**config.mk**
```make
export PLATFORM = sky130hd
export DESIGN_NAME = fsmc_frame_rx
export DESIGN_NICKNAME = d
export VERILOG_FILES = /design/src/rtl/fsmc_frame_pkg.sv /design/src/rtl/fsmc_frame_rx_sync_edge_det.sv /design/src/rtl/fsmc_frame_rx.sv
export SDC_FILE = /design/constraint.sdc
export NUM_CORES = 1
export LEC_CHECK = 0
export ABC_AREA = 1
export CAP_MARGIN = 20
export CORE_MARGIN = 2
export CORE_UTILIZATION = 30
export DETAILED_ROUTE_END_ITERATION = 6
export HOLD_SLACK_MARGIN = 0.08
export PLACE_DENSITY_LB_ADDON = 0.3
export SYNTH_ARGS = -nofsm -noshare
export SYNTH_HDL_FRONTEND = slang
export SYNTH_SLANG_ARGS = --single-unit
```
**constraint.sdc**
```tcl
create_clock -name clk_50m -period 6.8 [get_ports clk_50m]
set_clock_uncertainty 0.15 [all_clocks]
set_input_delay 0.68 -clock clk_50m [delete_from_list [all_inputs] [get_ports clk_50m]]
set_output_delay 0.68 -clock clk_50m [all_outputs]
set_load 0.005 [all_outputs]
```
**src/rtl/fsmc_frame_pkg.sv**
```systemverilog
`default_nettype none
// ============================================================================
// Module   : fsmc_frame_pkg
// Brief    : Shared FSM encoding, default header codes and clog2 helper for
//            the FSMC command-frame receiver.
// Revision : 1.0  initial release
// ============================================================================
package fsmc_frame_pkg;

  typedef enum logic [1:0] {
    ST_IDLE  = 2'd0,
    ST_READ  = 2'd1,
    ST_CHECK = 2'd2
  } state_t;

  localparam logic [15:0] C_HDR_PARA_DEF   = 16'h1111;
  localparam logic [15:0] C_HDR_UPLOAD_DEF = 16'h7777;

  function automatic int clog2(input int value);
    int r;
    int v;
    r = 0;
    v = value - 1;
    while (v > 0) begin
      r = r + 1;
      v = v >> 1;
    end
    return r;
  endfunction

endpackage
`default_nettype wire

```
**src/rtl/fsmc_frame_rx_sync_edge_det.sv**
```systemverilog
`default_nettype none
// ============================================================================
// Module   : sync_edge_det
// Brief    : Two-flop synchroniser followed by an edge register; produces
//            single-cycle rise/fall pulses of an asynchronous input.
// Revision : 1.0  initial release
// ============================================================================
module sync_edge_det #(
  parameter logic RST_VAL = 1'b1
) (
  input  logic clk_i,
  input  logic rst_i,
  input  logic async_i,
  output logic sync_o,
  output logic rise_o,
  output logic fall_o
);

  logic meta_q;
  logic sync_q;
  logic prev_q;

  // Reset to the idle level so no spurious edge appears after reset.
  always_ff @(posedge clk_i or posedge rst_i) begin
    if (rst_i) begin
      meta_q <= RST_VAL;
      sync_q <= RST_VAL;
      prev_q <= RST_VAL;
    end else begin
      meta_q <= async_i;
      sync_q <= meta_q;
      prev_q <= sync_q;
    end
  end

  assign sync_o = sync_q;
  assign rise_o = sync_q & ~prev_q;
  assign fall_o = ~sync_q & prev_q;

endmodule
`default_nettype wire

```
**src/rtl/fsmc_frame_rx.sv**
```systemverilog
`default_nettype none
// ============================================================================
// Module   : fsmc_frame_rx
// Brief    : FSMC command-frame receiver: register file written over FSMC,
//            doorbell-triggered snapshot, header decode and optional checksum.
//            Optional feature macro: FSMC_FRAME_CHECKSUM_EN
// Revision : 1.0  initial release
// ============================================================================
module fsmc_frame_rx
  import fsmc_frame_pkg::*;
#(
  parameter int             DW         = 16,
  parameter int             DEPTH      = 8,
  parameter int             AW         = 5,
  parameter logic [DW-1:0]  HDR_PARA   = DW'(C_HDR_PARA_DEF),
  parameter logic [DW-1:0]  HDR_UPLOAD = DW'(C_HDR_UPLOAD_DEF)
) (
  input  logic                  clk_50m,
  input  logic                  rst,
  input  logic                  fsmc_csn,
  input  logic                  fsmc_wrn,
  input  logic [DW-1:0]         fsmc_data,
  input  logic [AW-1:0]         fsmc_addr,
  input  logic                  arm_to_fpga,
  output logic                  para_confi_acq_flag,
  output logic                  data_upload_acq_flag,
  output logic                  frame_err_flag,
  output logic                  overrun_flag,
  output logic                  busy,
  output logic [DW*DEPTH-1:0]   data_buffer
);

  localparam int             IW        = clog2(DEPTH);
  localparam logic [IW-1:0]  C_LAST    = IW'(DEPTH - 1);
  localparam logic [AW:0]    C_DEPTH_A = (AW + 1)'(DEPTH);

  logic w_wrn_async;
  logic w_wrn_sync;
  logic w_wr_rise;
  logic w_wr_fall_unused;
  logic w_bell_sync_unused;
  logic w_bell_rise_unused;
  logic w_bell_fall;
  logic w_addr_ok;
  logic w_commit;
  logic w_cks_bad;

  logic [DW-1:0] wdata_q;
  logic [AW-1:0] waddr_q;
  logic [DW-1:0] ram_q [DEPTH];
  logic [DW-1:0] buf_q [DEPTH];

  state_t        state_q;
  logic [IW-1:0] idx_q;
  logic          busy_q;
  logic          para_q;
  logic          upload_q;
  logic          err_q;
  logic          overrun_q;
  logic          overrun_d;
`ifdef FSMC_FRAME_CHECKSUM_EN
  logic [DW-1:0] sum_q;
`endif

  assign w_wrn_async = fsmc_csn | fsmc_wrn;

  sync_edge_det #(.RST_VAL(1'b1)) u_wr_sync (
    .clk_i   (clk_50m),
    .rst_i   (rst),
    .async_i (w_wrn_async),
    .sync_o  (w_wrn_sync),
    .rise_o  (w_wr_rise),
    .fall_o  (w_wr_fall_unused)
  );

  sync_edge_det #(.RST_VAL(1'b1)) u_bell_sync (
    .clk_i   (clk_50m),
    .rst_i   (rst),
    .async_i (arm_to_fpga),
    .sync_o  (w_bell_sync_unused),
    .rise_o  (w_bell_rise_unused),
    .fall_o  (w_bell_fall)
  );

  // Data/address track the bus for as long as the synchronised strobe is low.
  always_ff @(posedge clk_50m or posedge rst) begin
    if (rst) begin
      wdata_q <= '0;
      waddr_q <= '0;
    end else if (!w_wrn_sync) begin
      wdata_q <= fsmc_data;
      waddr_q <= fsmc_addr;
    end
  end

  assign w_addr_ok = ({1'b0, waddr_q} < C_DEPTH_A);
  assign w_commit  = w_wr_rise && w_addr_ok && !busy_q;

  always_ff @(posedge clk_50m) begin
    if (w_commit) begin
      ram_q[waddr_q[IW-1:0]] <= wdata_q;
    end
  end

`ifdef FSMC_FRAME_CHECKSUM_EN
  assign w_cks_bad = (sum_q != buf_q[DEPTH-1]);
`else
  assign w_cks_bad = 1'b0;
`endif

  // A set from a busy-time event takes priority over the clear on frame start.
  always_comb begin
    overrun_d = overrun_q;
    if (state_q == ST_IDLE && w_bell_fall) begin
      overrun_d = 1'b0;
    end
    if (busy_q && (w_wr_rise || w_bell_fall)) begin
      overrun_d = 1'b1;
    end
  end

  always_ff @(posedge clk_50m or posedge rst) begin
    if (rst) begin
      state_q   <= ST_IDLE;
      idx_q     <= '0;
      busy_q    <= 1'b0;
      para_q    <= 1'b0;
      upload_q  <= 1'b0;
      err_q     <= 1'b0;
      overrun_q <= 1'b0;
      for (int i = 0; i < DEPTH; i++) begin
        buf_q[i] <= '0;
      end
`ifdef FSMC_FRAME_CHECKSUM_EN
      sum_q     <= '0;
`endif
    end else begin
      para_q    <= 1'b0;
      upload_q  <= 1'b0;
      err_q     <= 1'b0;
      overrun_q <= overrun_d;
      case (state_q)
        ST_IDLE: begin
          if (w_bell_fall) begin
            state_q <= ST_READ;
            idx_q   <= '0;
            busy_q  <= 1'b1;
`ifdef FSMC_FRAME_CHECKSUM_EN
            sum_q   <= '0;
`endif
          end
        end
        ST_READ: begin
          buf_q[idx_q] <= ram_q[idx_q];
`ifdef FSMC_FRAME_CHECKSUM_EN
          if (idx_q != C_LAST) begin
            sum_q <= sum_q + ram_q[idx_q];
          end
`endif
          if (idx_q == C_LAST) begin
            state_q <= ST_CHECK;
          end else begin
            idx_q <= idx_q + 1'b1;
          end
        end
        ST_CHECK: begin
          state_q <= ST_IDLE;
          busy_q  <= 1'b0;
          if (w_cks_bad) begin
            err_q <= 1'b1;
          end else if (buf_q[0] == HDR_PARA) begin
            para_q <= 1'b1;
          end else if (buf_q[0] == HDR_UPLOAD) begin
            upload_q <= 1'b1;
          end else begin
            err_q <= 1'b1;
          end
        end
        default: begin
          state_q <= ST_IDLE;
          busy_q  <= 1'b0;
        end
      endcase
    end
  end

  for (genvar g = 0; g < DEPTH; g++) begin : g_pack
    assign data_buffer[DW*(DEPTH-g)-1 -: DW] = buf_q[g];
  end

  assign para_confi_acq_flag  = para_q;
  assign data_upload_acq_flag = upload_q;
  assign frame_err_flag       = err_q;
  assign overrun_flag         = overrun_q;
  assign busy                 = busy_q;

endmodule
`default_nettype wire

```
# Yosys cells after proc, flatten, opt, wreduce, memory -nomap -nowiden
# Memory sizes are Yosys's and may differ from the RTL's.
# Index checks and enable logic that the tools add are counted.
# classes
n_addsub	1
n_bitwise	7
n_eq_ne	8
mux	23
order_cmp	3
reduce_logical	13
# ops
cell	n
$bwmux W128	1
$demux W16 S3	1
$eq A16 B13 Y1 const B	1
$eq A16 B15 Y1 const B	1
$mux W16	1
$mux W1	13
$mux W3	2
$ne A2 B2 Y1 const B	3
$pmux W3 S2	1
$logic_and A1 B1 Y1	5
$lt A5 B4 Y1 const B	1
$ge A4 B4 Y1 const B	1
$lt A4 B1 Y1 const B	1
$mux W2	2
$not A3 Y4	1
$pmux W2 S2	1
$reduce_and A2 Y1	2
$reduce_bool A2 Y1	2
$add A3 B1 Y3 const B	1
$eq A3 B3 Y1 const B	1
$not A1 Y1	3
$reduce_and A3 Y1	1
$and A1 B1 Y1	2
$eq A2 B1 Y1 const B	1
other kinds (6)	6
# word_totals
memories	1
regBits	165
wordCells	79
ram_bits	128
# mem_list
name	words	word_bits	read_ports	rd_clocked_by_memory_dff	wr	line_no	rtl
ram_q	8	16	1	0	1	fsmc_frame_rx.sv:50	logic [DW-1:0] ram_q [DEPTH];

# Logic depth before layout (Yosys ltp)
# logic_depth
depth_word	6
mapped_depth	9

# Modules after synthesis
# A second synthesis with hierarchy kept.
# unflattened
cells_unflattened	1205
area_unflattened_um2	11990.2
# modules_own_cells
mod	cells_each	seq_area_each_um2	n_inst	area_per_inst_um2
fsmc_frame_rx	1189	7822.5	1	11795.1
sync_edge_det	8	78.8	2	97.6

# Worst setup path before layout
# OpenSTA, ideal clock, no wires.
# synth_timing
path_type	reg2reg
startpoint	register u_wr_sync.sync_q, in the netlist u_wr_sync.sync_o
endpoint	memory ram_q[0][0] (enable)
arrival_time_ns	1.963
required_ns	6.262
stages_incl_launch_ff	6
path_buffers	1
slack_ns	4.299
setup_time_ns	0.388
cell_sequence	dfstp_2 > clkbuf_1 > nand2_1 > nor4_1 > nand2_1 > nor2_1
# synth_via
elab_chain_cells	5
# synth_rtl
element	line_no	rtl
start, declared	fsmc_frame_rx_sync_edge_det.sv:20	logic sync_q;
start signal, assigned	fsmc_frame_rx_sync_edge_det.sv:31	sync_q <= meta_q;
$and A1 B1 Y1	fsmc_frame_rx_sync_edge_det.sv:37	assign rise_o = sync_q & ~prev_q;
$logic_and A1 B1 Y1 (2 in series)	fsmc_frame_rx.sv:97	assign w_commit = w_wr_rise && w_addr_ok && !busy_q;
$mux W1	fsmc_frame_rx.sv:100	if (w_commit) begin
$mux W1 (implied by the code)	fsmc_frame_rx.sv:101	ram_q[waddr_q[IW-1:0]] <= wdata_q;
end, declared	fsmc_frame_rx.sv:50	
# No other way between the ends.

# Final worst setup path
# layout_timing
startpoint	register idx_q[0]
endpoint	register buf_q (netlist bit data_buffer[7])
# layout_via
elab_chain_cells	6
elab_cells_between_ends	8
classes_between	2 x order compare; 3 x mux; 1 x bitwise; 1 x reduce/logical; 1 x memory
# layout_rtl
element	line_no	rtl
start, declared	fsmc_frame_rx.sv:54	logic [IW-1:0] idx_q;
start signal, assigned	fsmc_frame_rx.sv:163	idx_q <= idx_q + 1'b1;
$not A3 Y4 (implied by the code)	fsmc_frame_rx.sv:154	buf_q[idx_q] <= ram_q[idx_q];
$ge A4 B4 Y1 (implied by the code) / $lt A4 B1 Y1 (equally long branches)	fsmc_frame_rx.sv:154	
$logic_and A1 B1 Y1 (implied by the code)	fsmc_frame_rx.sv:154	
$mux W16 (implied by the code)	fsmc_frame_rx.sv:154	
$demux W16 S3	fsmc_frame_rx.sv:154	
$bwmux W128 (*)	fsmc_frame_rx.sv:154	
end signal, assigned by index	fsmc_frame_rx.sv:154	
end, declared	fsmc_frame_rx.sv:51	logic [DW-1:0] buf_q [DEPTH];
# Mark *: on every way between the ends. The rest lies on a longest branch, timed or not.
# A chain may end at the register's enable or synchronous reset.

==> reports/metrics.cfg <==
[grt]
met1_usage=0.2463
top_usage_layer=met2
grt.met2_usage=0.2568
grt_pass1_wl_um=53100
grt_util_all_layers=0.1663
first_global_vias=8699
antenna_found_initial=0
grt.overflow.total=0
use_met3=0.02701
grt_max_degree=87

[floorplanning]
fp-row-count=73
die_x_um=203.4
dieArea_mm2=0.04137
core-area_mm2=0.03946
io_pins=159
dieHeight_um=203.4
initial_utilization=0.3023

[detailed_routing]
vias=8772
wl_um=34250
post_drt_wl_per_cell_um=17.55
routed_via_density=4.496
drc=0
antenna_left=0
dr.pass1.iters=5
drtIter0Drc=735

[critical_path]
cp.arrival_ns=3.43
worstPathRequired_ns=7.12
critPathMaxStageDelay_ns=0.96
path_max_fanout=48
r2r_setup_slack_ns=3.69
cp-end-kind=register
r2r-end=data_buffer[7]
crit_type=register to register
worstPathCellList=inv_2 -> buf_12 -> nor2_1 -> inv_1 -> nor2_4 -> inv_1 -> nand2_1 -> nand2_1
startpoint_type=register
worst-path-buf-inv=4
critPathTopFamily=buffers and inverters
rr_worst_depth=8
slowest_stage=dfrtp_1
rr_startpoint=idx_q[0]

[clocking]
clock_latency_ns=0.58
cts-buffers-inserted=31
clkTransAtPathRegs_ns=0.06
clock_path_buffers=3
clock-root-buffer=clkbuf_16
cts_max_level=1
cts_hold_buf=0
cts_resized=0
post_cts_buffers=0
clock_sinks=293
cts_tree=done

[worst_hold_path]
whs_path_depth=0
hp-start=u_wr_sync.meta_q
hp-class=register to register
worst_hold_path.endpoint=u_wr_sync.sync_o

[final_layout]
fin_area_mm2=0.01521
nets=1429
n_antenna_cell=0
area_growth_pct=27.51
final_layout_size_suffix_gt1_frac=0.06802

[power_and_ir_drop]
powerDensity_mw_per_mm2=426.8
pwr-share-comb=0.324
power_frac_clock=0.274
pwr-share-seq=0.402
sw_frac_of_total=0.3533
max-vdd-ir-drop_mv=0.1930
p_switching_w=0.002294
p_int_w=0.004199
power.leakage_nw=7.123

[logic_synthesis]
yosysMostFrequentCell=nand2_1
synth_area_leaders=dfrtp_1 33%, edfxtp_1 32%, nand2_1 16%, o21ai_0 5.6%, inv_1 4.6%
synth-edff-count=128
ys_seq_area_frac=0.6690
synth_top_area_share=0.3335
synth_warnings=0
synth.avg_cell_area_um2=9.659
synth_area_leader_cell=dfrtp_1
syn_inst=1235
yosys_register_bits=293
synth_top_flop_cell=dfrtp_1
synth_common_cells=493 x nand2_1, 159 x dfrtp_1, 147 x inv_1
synth_cell_types=25
async_flop_share=0.5631
synth_nets=1263
syn_area_mm2=0.01193

[timing]
slew_viol_final=0
rsz0062_at_grt=false
max_freq_ghz=0.3214
period_share=0.4576
final-hold-violation-count=0
final.setup.tns_ns=0
period_needed_ns=3.112
final-setup-viol-count=0
worst_pin_slew_ns=0.9439
max-slew-margin-rel=0.3707

[placed_design]
placed_area_mm2=0.01408
dp_hpwl_um=23130
globalplace.congestion=0.7540
port_buffers=158

[run_status]
outcome=completed

[run]
cap_violations=0

power by group through the flow:
stage                     Sequential, W  Clock [W]  Combinational [W]
after floorplan                 0.00251          0           0.000993
after global placement          0.00265          0            0.00207
after detailed placement        0.00264          0            0.00211
after CTS                       0.00261    0.00181            0.00212
after global routing            0.00266    0.00188            0.00235
final                           0.00261    0.00178            0.00211
final cells by class:
class | count | area (µm²)
Fill cell | 3953 | 24250
Clock inverter | 18 | 202.7
Clock buffer | 40 | 880.8
Inverter | 160 | 605.6
Tap cell | 525 | 656.9
Multi-Input combinational cell | 744 | 3166
Sequential cell | 293 | 7980
Timing Repair Buffer | 171 | 1719
flip-flops by register name (all words and copies together), names as in the netlist:
register              cells
u_bell_sync.prev_q        1
u_wr_sync.prev_q          1
overrun_flag              1
u_wr_sync.meta_q          1
ram_q                   128
frame_err_flag            1
data_upload_acq_flag      1
wdata_q                  16
u_wr_sync.sync_o          1
busy                      1
idx_q                     3
para_confi_acq_flag       1
u_bell_sync.meta_q        1
state_q                   2
data_buffer             128
waddr_q                   5
u_bell_sync.sync_o        1
worst max-delay path by stage:
stage | endpoint | slack [ns] | depth (start not counted) | from
2_1_floorplan | busy | 1.52 | 1 | rst
6_report | data_buffer[7] | 3.69 | 8 | idx_q[0]
5_1_grt | data_buffer[108] | 3.37 | 8 | idx_q[0]
3_5_place_dp | data_buffer[0] | 3.46 | 7 | idx_q[0]
3_3_place_gp | data_buffer[0] | 3.53 | 7 | idx_q[0]
4_1_cts | data_buffer[0] | 3.44 | 7 | idx_q[0]
cells by family after synthesis:
kind of cell    after synthesis  share of synthesized area
simple gates                605                     0.2055
flops                       293                     0.6690
buf+inv                     198                    0.06566
fa+ha+maj                     2                   0.002097
compound gates              137                    0.05779
layer usage:
metal  vias up  routed length, µm  share of wire
li1       4242                  -              -
met1      4228              16380           0.48
met2       261              15250           0.45
met3        41               1949          0.057
met4         0                665          0.019
met5         -                  0              0
through the flow:
stage	worst slack, ns	utilization	hold slack, ns	power [W]	cells
after floorplan	1.518	-	0.1952	0.003505	1235
after global placement	3.529	0.3561	0.1952	0.004714	1888
after detailed placement	3.461	0.3568	0.1972	0.004747	1891
after CTS	3.440	0.3843	0.2061	0.006534	1949
after global routing	3.366	0.3855	0.2072	0.006884	1951
final	3.688	0.3855	0.2056	0.006492	1951
worst reg2reg max path, delay by kind of cell, from the launching register on:
kind,cells,cell delay [ns]
buf+inv,4,1.19
flops,1,0.96
simple gates,4,0.69
cell usage in the layout (no fill, tap or decap), types with 5 or more instances in the layout:
cell type	n
nand2_1	493
clkbuf_16	32
clkinv_2	7
dfstp_2	6
edfxtp_1	128
inv_2	13
o21ai_0	133
nor2_1	27
dfrtp_1	159
clkbuf_8	5
clkinv_1	5
inv_1	146
nand3_1	66
clkdlybuf4s50_1	158
buf_4	9
nor2_4	10
Power figures use the tool's default switching activity.
